[src/rtl/rs_stream_pkg.sv]
// Shared types for the valid/ready stream source and register-slice benches.
package rs_stream_pkg;

  typedef enum logic [1:0] {
    S_IDLE = 2'b00,
    S_SEND = 2'b01,
    S_GAP  = 2'b10
  } state_t;

  localparam logic MODE_INC   = 1'b0;
  localparam logic MODE_CONST = 1'b1;

endpackage

[src/rtl/rs_stream_tx.sv]
// Burst transmitter: on each accepted command emits cmd_len+1 beats
// (incrementing or constant), holds data under backpressure and can
// insert GAP idle cycles between beats. All outputs are registered.
module rs_stream_tx
  import rs_stream_pkg::*;
#(
  parameter int unsigned DATA_W = 32,
  parameter int unsigned LEN_W  = 8,
  parameter int unsigned GAP    = 0
) (
  input  logic              clk,
  input  logic              rstn,
  input  logic              cmd_valid,
  output logic              cmd_ready,
  input  logic [LEN_W-1:0]  cmd_len,
  input  logic [DATA_W-1:0] cmd_seed,
  input  logic              cmd_mode,
  output logic              dvalid,
  input  logic              dready,
  output logic [DATA_W-1:0] ddata,
  output logic              dlast,
  output logic              burst_done,
  output logic [1:0]        state
);

  localparam int unsigned GAP_W = (GAP > 1) ? $clog2(GAP) : 1;
  localparam logic [GAP_W-1:0] GAP_LAST = GAP_W'((GAP > 0) ? GAP - 1 : 0);

  state_t            state_q, state_d;
  logic              cmd_ready_q, cmd_ready_d;
  logic              dvalid_q, dvalid_d;
  logic [DATA_W-1:0] ddata_q, ddata_d;
  logic              dlast_q, dlast_d;
  logic              burst_done_q, burst_done_d;
  logic [LEN_W-1:0]  len_q, len_d;
  logic              mode_q, mode_d;
  logic [LEN_W-1:0]  cnt_q, cnt_d;
  logic [GAP_W-1:0]  gap_q, gap_d;

  logic [DATA_W-1:0] next_data;
  logic [LEN_W-1:0]  cnt_inc;

  // Successor beat value and beat index derived from the current beat.
  always_comb begin
    next_data = (mode_q == MODE_CONST) ? ddata_q : ddata_q + DATA_W'(1);
    cnt_inc   = cnt_q + LEN_W'(1);
  end

  // Next-state and registered-output logic.
  always_comb begin
    state_d      = state_q;
    cmd_ready_d  = cmd_ready_q;
    dvalid_d     = dvalid_q;
    ddata_d      = ddata_q;
    dlast_d      = dlast_q;
    burst_done_d = 1'b0;
    len_d        = len_q;
    mode_d       = mode_q;
    cnt_d        = cnt_q;
    gap_d        = gap_q;

    case (state_q)
      S_IDLE: begin
        cmd_ready_d = 1'b1;
        dvalid_d    = 1'b0;
        dlast_d     = 1'b0;
        if (cmd_valid && cmd_ready_q) begin
          len_d       = cmd_len;
          mode_d      = cmd_mode;
          ddata_d     = cmd_seed;
          cnt_d       = '0;
          dvalid_d    = 1'b1;
          dlast_d     = (cmd_len == '0);
          cmd_ready_d = 1'b0;
          state_d     = S_SEND;
        end
      end
      S_SEND: begin
        if (dvalid_q && dready) begin
          if (dlast_q) begin
            dvalid_d     = 1'b0;
            dlast_d      = 1'b0;
            cmd_ready_d  = 1'b1;
            burst_done_d = 1'b1;
            state_d      = S_IDLE;
          end else begin
            cnt_d = cnt_inc;
            if (GAP == 0) begin
              ddata_d = next_data;
              dlast_d = (cnt_inc == len_q);
            end else begin
              // ddata keeps the sent beat through the gap; the counter is
              // already advanced so dlast is decided from cnt_q on exit.
              dvalid_d = 1'b0;
              gap_d    = '0;
              state_d  = S_GAP;
            end
          end
        end
      end
      S_GAP: begin
        if (gap_q == GAP_LAST) begin
          ddata_d  = next_data;
          dlast_d  = (cnt_q == len_q);
          dvalid_d = 1'b1;
          state_d  = S_SEND;
        end else begin
          gap_d = gap_q + GAP_W'(1);
        end
      end
      default: begin
        state_d     = S_IDLE;
        cmd_ready_d = 1'b0;
        dvalid_d    = 1'b0;
        dlast_d     = 1'b0;
        ddata_d     = '0;
        cnt_d       = '0;
        gap_d       = '0;
      end
    endcase
  end

  // FSM, counters and data register with asynchronous active-low reset.
  always_ff @(posedge clk or negedge rstn) begin
    if (!rstn) begin
      state_q      <= S_IDLE;
      cmd_ready_q  <= 1'b0;
      dvalid_q     <= 1'b0;
      ddata_q      <= '0;
      dlast_q      <= 1'b0;
      burst_done_q <= 1'b0;
      len_q        <= '0;
      mode_q       <= MODE_INC;
      cnt_q        <= '0;
      gap_q        <= '0;
    end else begin
      state_q      <= state_d;
      cmd_ready_q  <= cmd_ready_d;
      dvalid_q     <= dvalid_d;
      ddata_q      <= ddata_d;
      dlast_q      <= dlast_d;
      burst_done_q <= burst_done_d;
      len_q        <= len_d;
      mode_q       <= mode_d;
      cnt_q        <= cnt_d;
      gap_q        <= gap_d;
    end
  end

  assign cmd_ready  = cmd_ready_q;
  assign dvalid     = dvalid_q;
  assign ddata      = ddata_q;
  assign dlast      = dlast_q;
  assign burst_done = burst_done_q;
  assign state      = state_q;

endmodule

[config.mk]
export PLATFORM = sky130hd
export DESIGN_NAME = rs_stream_tx
export DESIGN_NICKNAME = d
export VERILOG_FILES = /design/src/rtl/rs_stream_pkg.sv /design/src/rtl/rs_stream_tx.sv
export SDC_FILE = /design/constraint.sdc
export NUM_CORES = 1
export LEC_CHECK = 0
export ABC_AREA = 1
export CORE_ASPECT_RATIO = 1.2
export CORE_MARGIN = 4
export CORE_UTILIZATION = 50
export DETAILED_ROUTE_END_ITERATION = 10
export GPL_TIMING_DRIVEN = 0
export PLACE_DENSITY = 0.8
export SLEW_MARGIN = 20
export SYNTH_ARGS = -nofsm -noshare
export SYNTH_HDL_FRONTEND = slang
export SYNTH_SLANG_ARGS = --single-unit
[constraint.sdc]
create_clock -name clk -period 3.05 [get_ports clk]
set_clock_uncertainty 0.2 [all_clocks]
set_input_delay 0.305 -clock clk [delete_from_list [all_inputs] [get_ports clk]]
set_output_delay 0.305 -clock clk [all_outputs]
set_load 0.02 [all_outputs]
Word level (Yosys, flattened, before mapping)
Cells that the tools add are included.
{ "op_classes": {"n_addsub": 3, "eq_ne": 9, "muxes": 34, "n_bitwise": 1, "reduce_logical": 12} }
{ "ops": {"columns": ["cell", "count"], "rows": [
  ["32-bit two-way mux", 5],
  ["32-bit case mux with 3 select lines", 1],
  ["32-bit by 1-bit adder with 32-bit output (second input constant)", 1],
  ["8-bit two-way mux", 3],
  ["8-bit case mux with 3 select lines", 1],
  ["8-bit equality test", 2],
  ["1-bit two-way mux", 15],
  ["4-bit AND reduction", 3],
  ["2-bit != test (second input constant)", 5],
  ["1-bit case mux with 3 select lines", 3],
  ["8-bit by 1-bit adder with 8-bit output (second input constant)", 1],
  ["8-bit logical NOT", 1],
  ["2-bit two-way mux", 4],
  ["2-bit case mux with 3 select lines", 1],
  ["3-bit AND reduction", 2],
  ["2-bit AND reduction", 2],
  ["2-bit by 1-bit equality test with 1-bit output (second input constant)", 1],
  ["2-bit equality test (second input constant)", 1],
  ["1-bit logical AND", 2],
  ["2-bit logical NOT", 1],
  ["1-bit case mux with 2 select lines", 1],
  ["2-bit OR reduction", 1],
  ["1-bit adder (second input constant)", 1],
  ["1-bit inverter", 1]
]} }
{ "totals": {"ff_bits": 56, "out_inout_bits": 38} }

Logic depth before layout (Yosys ltp)
Gate-level depths: netlist of the first run.
{ "logic_depth": {"word_depth": 5, "mapped_depth": 11, "ltp_nobuf": 11} }

Worst setup path before layout of the first run
OpenSTA, ideal clock, no wires.
{ "synth_path": {"kind": "reg-to-reg", "start": "register ddata_q[1] (netlist: ddata[1])", "end": "register ddata_q[30] (netlist: ddata[30])", "setup_ns": 0.127, "arrival_ns": 1.536, "t_required_ns": 2.723, "path_slack_ns": 1.188, "stages_incl_launch_ff": 11, "n_path_buf": 0, "synth_period_minus_slack_ns": 1.862, "cell_sequence": "dfrtp_1 -> ha_1 -> nand3_2 -> nor2_2 -> inv_2 -> nor2_2 -> nand2_1 -> nand2_1 -> nand3_1 -> nand2_1 -> o21ai_0"} }
{ "synth_between": {"elab_chain_len": 5, "elab_cells_between_ends": 6} }
{ "synth_lines": {"columns": ["element", "line", "source"], "rows": [
  ["start, declared", "rs_stream_tx.sv:32", "logic [DATA_W-1:0] ddata_q, ddata_d;"],
  ["start signal, assigned", "rs_stream_tx.sv:140", "ddata_q <= ddata_d;"],
  ["32-bit by 1-bit adder with 32-bit output *", "rs_stream_tx.sv:45", "next_data = (mode_q == MODE_CONST) ? ddata_q : ddata_q + DATA_W'(1);"],
  ["32-bit two-way mux *", "rs_stream_tx.sv:45", null],
  ["32-bit two-way mux", "rs_stream_tx.sv:80", "if (dlast_q) begin"],
  ["32-bit two-way mux", "rs_stream_tx.sv:79", "if (dvalid_q && dready) begin"],
  ["32-bit case mux with 3 select lines *", "rs_stream_tx.sv:62", "case (state_q)"]
]} }
Every way passes the cells marked *; elsewhere a longest branch is shown, timed or not. The select of a mux whose other input is x is not followed.
A chain may end at the register's enable or synchronous reset.

Worst setup path after layout of the first run
{ "layout_path": {"start": "register ddata_q[11] (netlist: ddata[11])", "end": "register ddata_q[29] (netlist: ddata[29])"} }
The elaborated chain is that of the path after synthesis.

==> results of run 1 <==
==> kinds of logic after synthesis <==
family / Yosys count / share of synthesized area [%]
other: 1 / 0.103
AO/OA/AOI/OAI: 87 / 13.1
buffers and inverters: 81 / 9.25
XOR/XNOR: 4 / 0.967
flip-flops: 54 / 37.3
AND/OR/NAND/NOR: 326 / 38.6
adder cells (fa/ha/maj): 2 / 0.690
==> power groups by stage <==
| stage | registers (mW) | clock network (mW) | logic, mW |
|---|---|---|---|
| after global routing | 0.716 | 0.464 | 0.0848 |
| after detailed placement | 0.729 | 0 | 0.0785 |
| after global placement | 0.730 | 0 | 0.0782 |
| final | 0.716 | 0.433 | 0.0787 |
| after floorplan | 0.730 | 0 | 0.00540 |
| after CTS | 0.715 | 0.432 | 0.0799 |
==> state kept, by name (all words and copies together) (netlist names) <==
register / cells
mode_q: 1
cmd_ready: 1
len_q: 8
dvalid: 1
cnt_q: 8
state: 1
burst_done: 1
dlast: 1
ddata: 32
==> per-layer routing <==
metal | vias to the layer above | part of all wire, % | GRT usage (%)
li1 | 1975 | - | -
met1 | 1916 | 40 | 34.7
met2 | 198 | 51 | 49.9
met3 | 18 | 7.3 | 4.56
met4 | 0 | 1.9 | 9.50
met5 | - | 0 | 0
==> critical path: stages (launching register included) <==
cell,delay [ns]
dfrtp_1,0.48
nand2_1,0.15
nor3_1,0.35
nand2_1,0.13
nor2_1,0.41
nand2_1,0.12
nand2_1,0.07
nand3_1,0.06
nand2_1,0.08
o21ai_0,0.07
==> final cells by class <==
cell class / count / area (um^2) / area share [%]
plain buffers: 15 / 86.3 / 1.86
multi-input cells: 420 / 1940 / 41.7
clock buffers: 5 / 68.8 / 1.48
inverters: 66 / 249 / 5.36
clock inverters: 3 / 23.8 / 0.512
well taps: 87 / 109 / 2.34
flip-flops and latches: 54 / 1350 / 29.1
repair buffers: 82 / 818 / 17.6
==> path summary, 6_finish.rpt <==
check,start,end,slack [ns],depth (start not counted)
worst max-delay path,ddata[11]$_DFFE_PN0P_,ddata[29]$_DFFE_PN0P_,0.82,9
worst min-delay path,mode_q$_DFFE_PN0P_,mode_q$_DFFE_PN0P_,0.30,2
worst max register to register,ddata[11]$_DFFE_PN0P_,ddata[29]$_DFFE_PN0P_,0.82,9
worst min register to register,mode_q$_DFFE_PN0P_,mode_q$_DFFE_PN0P_,0.30,2
max in group asynchronous,rstn,ddata[18]$_DFFE_PN0P_,1.79,2
min in group asynchronous,rstn,ddata[0]$_DFFE_PN0P_,0.35,2
==> stage by stage <==
| step | instances | util, % |
|---|---|---|
| floorplan | 555 | - |
| global placement | 723 | 65.5 |
| detailed placement | 723 | 65.5 |
| CTS | 732 | 66.9 |
| global route | 732 | 66.9 |
| finish | 732 | 66.9 |
==> cell usage in the layout, fill, tap and decap left out, drive strengths merged <==
| cell type | count |
|---|---|
| a21o | 1 |
| a21oi | 20 |
| a22oi | 1 |
| a2bb2oi | 1 |
| a31oi | 2 |
| buf | 8 |
| clkbuf | 13 |
| clkdlybuf4s50 | 80 |
| clkinv | 1 |
| clkinvlp | 2 |
| conb | 1 |
| dfrtp | 54 |
| dlygate4sd3 | 1 |
| ha | 2 |
| inv | 66 |
| nand2 | 165 |
| nand3 | 54 |
| nand3b | 2 |
| nand4 | 6 |
| nor2 | 81 |
| nor3 | 18 |
| o21a | 1 |
| o21ai | 44 |
| o21bai | 1 |
| o22ai | 15 |
| o32ai | 1 |
| xnor2 | 1 |
| xor2 | 3 |
==> repair_timing <==
action                     in CTS  in global routing
hold buffers                    1                  0
hold endpoints to repair       54                  0
setup endpoints to repair       0                  0
==> impl_metrics.json, run 1 <==
{
  "status": "finished, final reports clean",
  "period_needed_ns": 2.23,
  "setup_ws_ns": 0.818,
  "ant_nets": 0,
  "start_util_pct": 52.2,
  "post-place-ws_ns": 0.888,
  "hp-class": "flip-flop to flip-flop",
  "ys_seq_area_share_pct": 37.3,
  "final_layout_size_suffix_gt1_share_pct": 5.12,
  "ioPinCount": 83,
  "timing.fmax_mhz": 448,
  "internal-power_uw": 932,
  "maxCapViolations": 0,
  "diodes": 0,
  "grt_pass1_vias": 3985,
  "yosysMostFrequentCell": "nand2_1",
  "grt_max_degree": 55,
  "setup_viol": 0,
  "synthArstFlopShare_pct": 100,
  "first_pass_iters": 6,
  "grt_pass1_wl_um": 19300,
  "ys_seq_elements": 54,
  "finalMaxSlewViolations": 0,
  "rsz0062_at_grt": "false",
  "worstMarginPinSlew_ns": 0.717,
  "fp.dieW_um": 85.7,
  "clock_path_buffers": 2,
  "dpl_cell_area_um2": 4540,
  "portBuffers": 81,
  "worst_ep_arrival_time_ns": 2.24,
  "h-tree-depth": 2,
  "syn_inst": 555,
  "p_seq_share_pct": 58.3,
  "wl_per_cell_um": 16.3,
  "leakage_nw": 2.20,
  "yosysTopAreaCell": "dfrtp_1",
  "fin_total_pwr_mw": 1.23,
  "cp-end-kind": "flip-flop",
  "die_area_um2": 8680,
  "drt-initial-drc-count": 293,
  "clkPwrFrac_pct": 35.3,
  "finalNetCount": 691,
  "required_ns": 3.05,
  "vias_per_cell": 5.61,
  "global_route.usage.total_pct": 28.1,
  "gp_congestion": 0.902,
  "p_sw_uw": 295,
  "cts_tree": "done",
  "synth_edf_count": 0,
  "synth_flop_cell": "dfrtp_1",
  "yosysWarnings": 0,
  "peakVddDrop_mv": 0.227,
  "maxSlewHeadroom_pct": 52.2,
  "yosys-top-cells-area": "dfrtp_1 (37%), nand2_1 (17%), nor2_1 (7.9%), nand3_1 (7.0%), inv_1 (6.3%)",
  "timing.final.crit_share_pct": 73.2,
  "cp-start-kind": "flip-flop",
  "cts_made_buffers": 5,
  "p_per_area_nw_per_um2": 264,
  "coreArea_um2": 6940,
  "wl_um": 12000,
  "clk_latency_ns": 0.31,
  "synth_nets": 602,
  "yosysTopAreaCellShare_pct": 37.3,
  "cts_setup_buffers": 0,
  "cts-resized-gates": 0,
  "worst-path-max-fanout": 5,
  "clock-sinks": 54,
  "dpl.hpwl_um": 9160,
  "grt_antenna_before_repair": 0,
  "hold_violations": 0,
  "p_comb_share_pct": 6.4,
  "row_count": 33,
  "tns_ns": 0,
  "holdWs_ns": 0.296,
  "vias": 4107,
  "avgSynthCellArea_um2": 6.53,
  "critPathKind": "flip-flop to flip-flop",
  "syn_area_um2": 3620,
  "route.detailed.drc": 0,
  "ys_types": 34,
  "clockRootBuffer": "clkbuf_8",
  "final_area_um2": 4640,
  "path_clk_slew_ns": 0.11,
  "grt_overflow": 0,
  "area_growth_pct": 28.1,
  "die_height_um": 101,
  "nFillCells": 663,
  "switching_share_pct": 24.0,
  "synth.top_cells.by_count": "nand2_1 (161), nor2_1 (76), inv_1 (61)"
}
Note: power is estimated with default switching activity, not from simulation.
==> run 2, diff against run 1 <==
- clock period: 3.05 -> 2.33 ns (I/O delays scaled with it)
==> results of run 2 <==
Same layout as run 1 (identical final DEF). Status: finished, final reports clean.
Main changes from that run: setup slack after placement 0.888 ns -> 0.172 ns; setup slack after layout 0.818 ns -> 0.0984 ns; hold slack 0.296 ns -> 0.270 ns; register-to-register setup slack 0.82 ns -> 0.1 ns; total power 1.23 mW -> 1.61 mW; worst IR drop on VDD 0.227 mV -> 0.297 mV
==> run 3, diff against run 2 <==
- RECOVER_POWER: unset -> 50
==> impl_metrics.json, run 3 (same netlist as run 1, synthesis figures left out) <==
{
  "portBuffers": 81,
  "fin_total_pwr_mw": 1.60,
  "cts_tree": "done",
  "maxCapViolations": 0,
  "largest_reg_flops": 32,
  "clk_latency_ns": 0.31,
  "row_count": 33,
  "first_pass_iters": 5,
  "hp-class": "input pin to flip-flop",
  "coreArea_um2": 6940,
  "clockRootBuffer": "clkbuf_8",
  "rsz0062_at_grt": "false",
  "cts-resized-gates": 0,
  "peakVddDrop_mv": 0.296,
  "wl_per_cell_um": 16.3,
  "grt_overflow": 0,
  "wl_um": 11900,
  "crit_family": "simple AND/OR/NAND/NOR gates",
  "period_needed_ns": 2.23,
  "final_cell_mix": "nand2_1 (161), clkdlybuf4s50_1 (79), nor2_1 (76)",
  "fin_util_pct": 66.9,
  "worst_ep_arrival_time_ns": 2.24,
  "timing.final.crit_share_pct": 95.8,
  "clock-sinks": 54,
  "die_height_um": 101,
  "worstMarginPinSlew_ns": 1.40,
  "start_util_pct": 52.2,
  "grt_max_degree": 55,
  "final_common_cell": "nand2_1",
  "setup_viol": 0,
  "grt_pass1_vias": 3985,
  "ant_nets": 0,
  "ioPinCount": 83,
  "hold_violations": 0,
  "nFillCells": 664,
  "finalNetCount": 691,
  "finalMaxSlewViolations": 0,
  "crit_slowest_cell": "dfrtp_1",
  "required_ns": 2.33,
  "route.detailed.drc": 0,
  "drt-initial-drc-count": 293,
  "vias_per_cell": 5.60,
  "global_route.usage.total_pct": 28.1,
  "cp-end-kind": "flip-flop",
  "grt_pass1_wl_um": 19300,
  "worst-path-max-fanout": 5,
  "cts_made_buffers": 5,
  "area_growth_pct": 28.1,
  "p_per_area_nw_per_um2": 346,
  "die_area_um2": 8680,
  "maxSlewHeadroom_pct": 6.88,
  "critPathKind": "flip-flop to flip-flop",
  "vias": 4096,
  "status": "finished, final reports clean",
  "diodes": 0,
  "h-tree-depth": 2,
  "crit_top_cell": "nand2_1",
  "leakage_nw": 2.20,
  "fp.dieW_um": 85.7,
  "cp-start-kind": "flip-flop",
  "timing.fmax_mhz": 448,
  "dpl.hpwl_um": 9160,
  "cpPeakStageDelay_ns": 0.48,
  "gp_congestion": 0.902,
  "clock_path_buffers": 2,
  "critPathBufInv": 0,
  "final_layout_size_suffix_gt1_share_pct": 5.12,
  "path_cells": "nand2_1 > nor3_1 > nand2_1 > nor2_1 > nand2_1 > nand2_1 > nand3_1 > nand2_1 > o21ai_0",
  "path_clk_slew_ns": 0.11,
  "grt_antenna_before_repair": 0
}
==> run 3: worst paths after layout <==
kind | cells past startpoint | start | slack, ns | to
max | 9 | ddata[11]$_DFFE_PN0P_ | 0.1 | ddata[29]$_DFFE_PN0P_
min | 3 | cmd_mode | 0.27 | mode_q$_DFFE_PN0P_
max reg2reg | 9 | ddata[11]$_DFFE_PN0P_ | 0.1 | ddata[29]$_DFFE_PN0P_
min reg2reg | 2 | mode_q$_DFFE_PN0P_ | 0.30 | mode_q$_DFFE_PN0P_
max in group asynchronous | 2 | rstn | 0.52 | ddata[18]$_DFFE_PN0P_
min in group asynchronous | 2 | rstn | 0.55 | ddata[0]$_DFFE_PN0P_
==> run 3: worst reg2reg max path, stage by stage, from the launching register on <==
cell and delay (ns):
dfrtp_1 0.48, nand2_1 0.15, nor3_1 0.35, nand2_1 0.14, nor2_1 0.41, nand2_1 0.12
nand2_1 0.07, nand3_1 0.06, nand2_1 0.08, o21ai_0 0.07
==> run 3: metrics by stage <==
stage | area [um^2] | hold slack (ns) | std cells | worst slack (ns) | setup TNS, ns
4_1_cts | 4640 | 0.270 | 732 | 0.152 | 0
6_report | 4640 | 0.270 | 732 | 0.0987 | 0
3_5_place_dp | 4540 | 0.133 | 723 | 0.172 | 0
3_3_place_gp | 4540 | 0.268 | 723 | -0.922 | -49.49
2_1_floorplan | 3620 | -0.263 | 555 | 0.468 | 0
5_1_grt | 4640 | 0.290 | 732 | 0.0110 | 0
==> run 3: area by class of cell <==
cell class | instances | area (um^2) | area share, %
Clock buffer | 5 | 68.8 | 1.48
Sequential cell | 54 | 1350 | 29.1
Clock inverter | 3 | 23.8 | 0.512
Inverter | 66 | 249 | 5.37
Timing Repair Buffer | 82 | 816 | 17.6
Buffer | 15 | 86.3 | 1.86
Tap cell | 87 | 109 | 2.35
Multi-Input combinational cell | 420 | 1940 | 41.7
==> run 3: where the power goes <==
group          total, mW  switching [mW]  internal (mW)
combinational      0.102          0.0357         0.0667
sequential         0.937               0          0.937
clock              0.566           0.349          0.216
==> run 3: repair_timing <==
item                                   4_1_cts  5_1_grt
endpoints found under the hold margin       54        0
setup buffers                                0        0
setup endpoints to repair                    0        0
hold buffers                                 1        0
==> run 3: layer usage <==
metal / vias up / GRT usage [%] / routed length [um]
met5: - / 0 / 0
met4: 0 / 9.50 / 215
met3: 16 / 4.56 / 872
met2: 198 / 49.9 / 6060
met1: 1909 / 34.7 / 4780
li1: 1973 / - / -
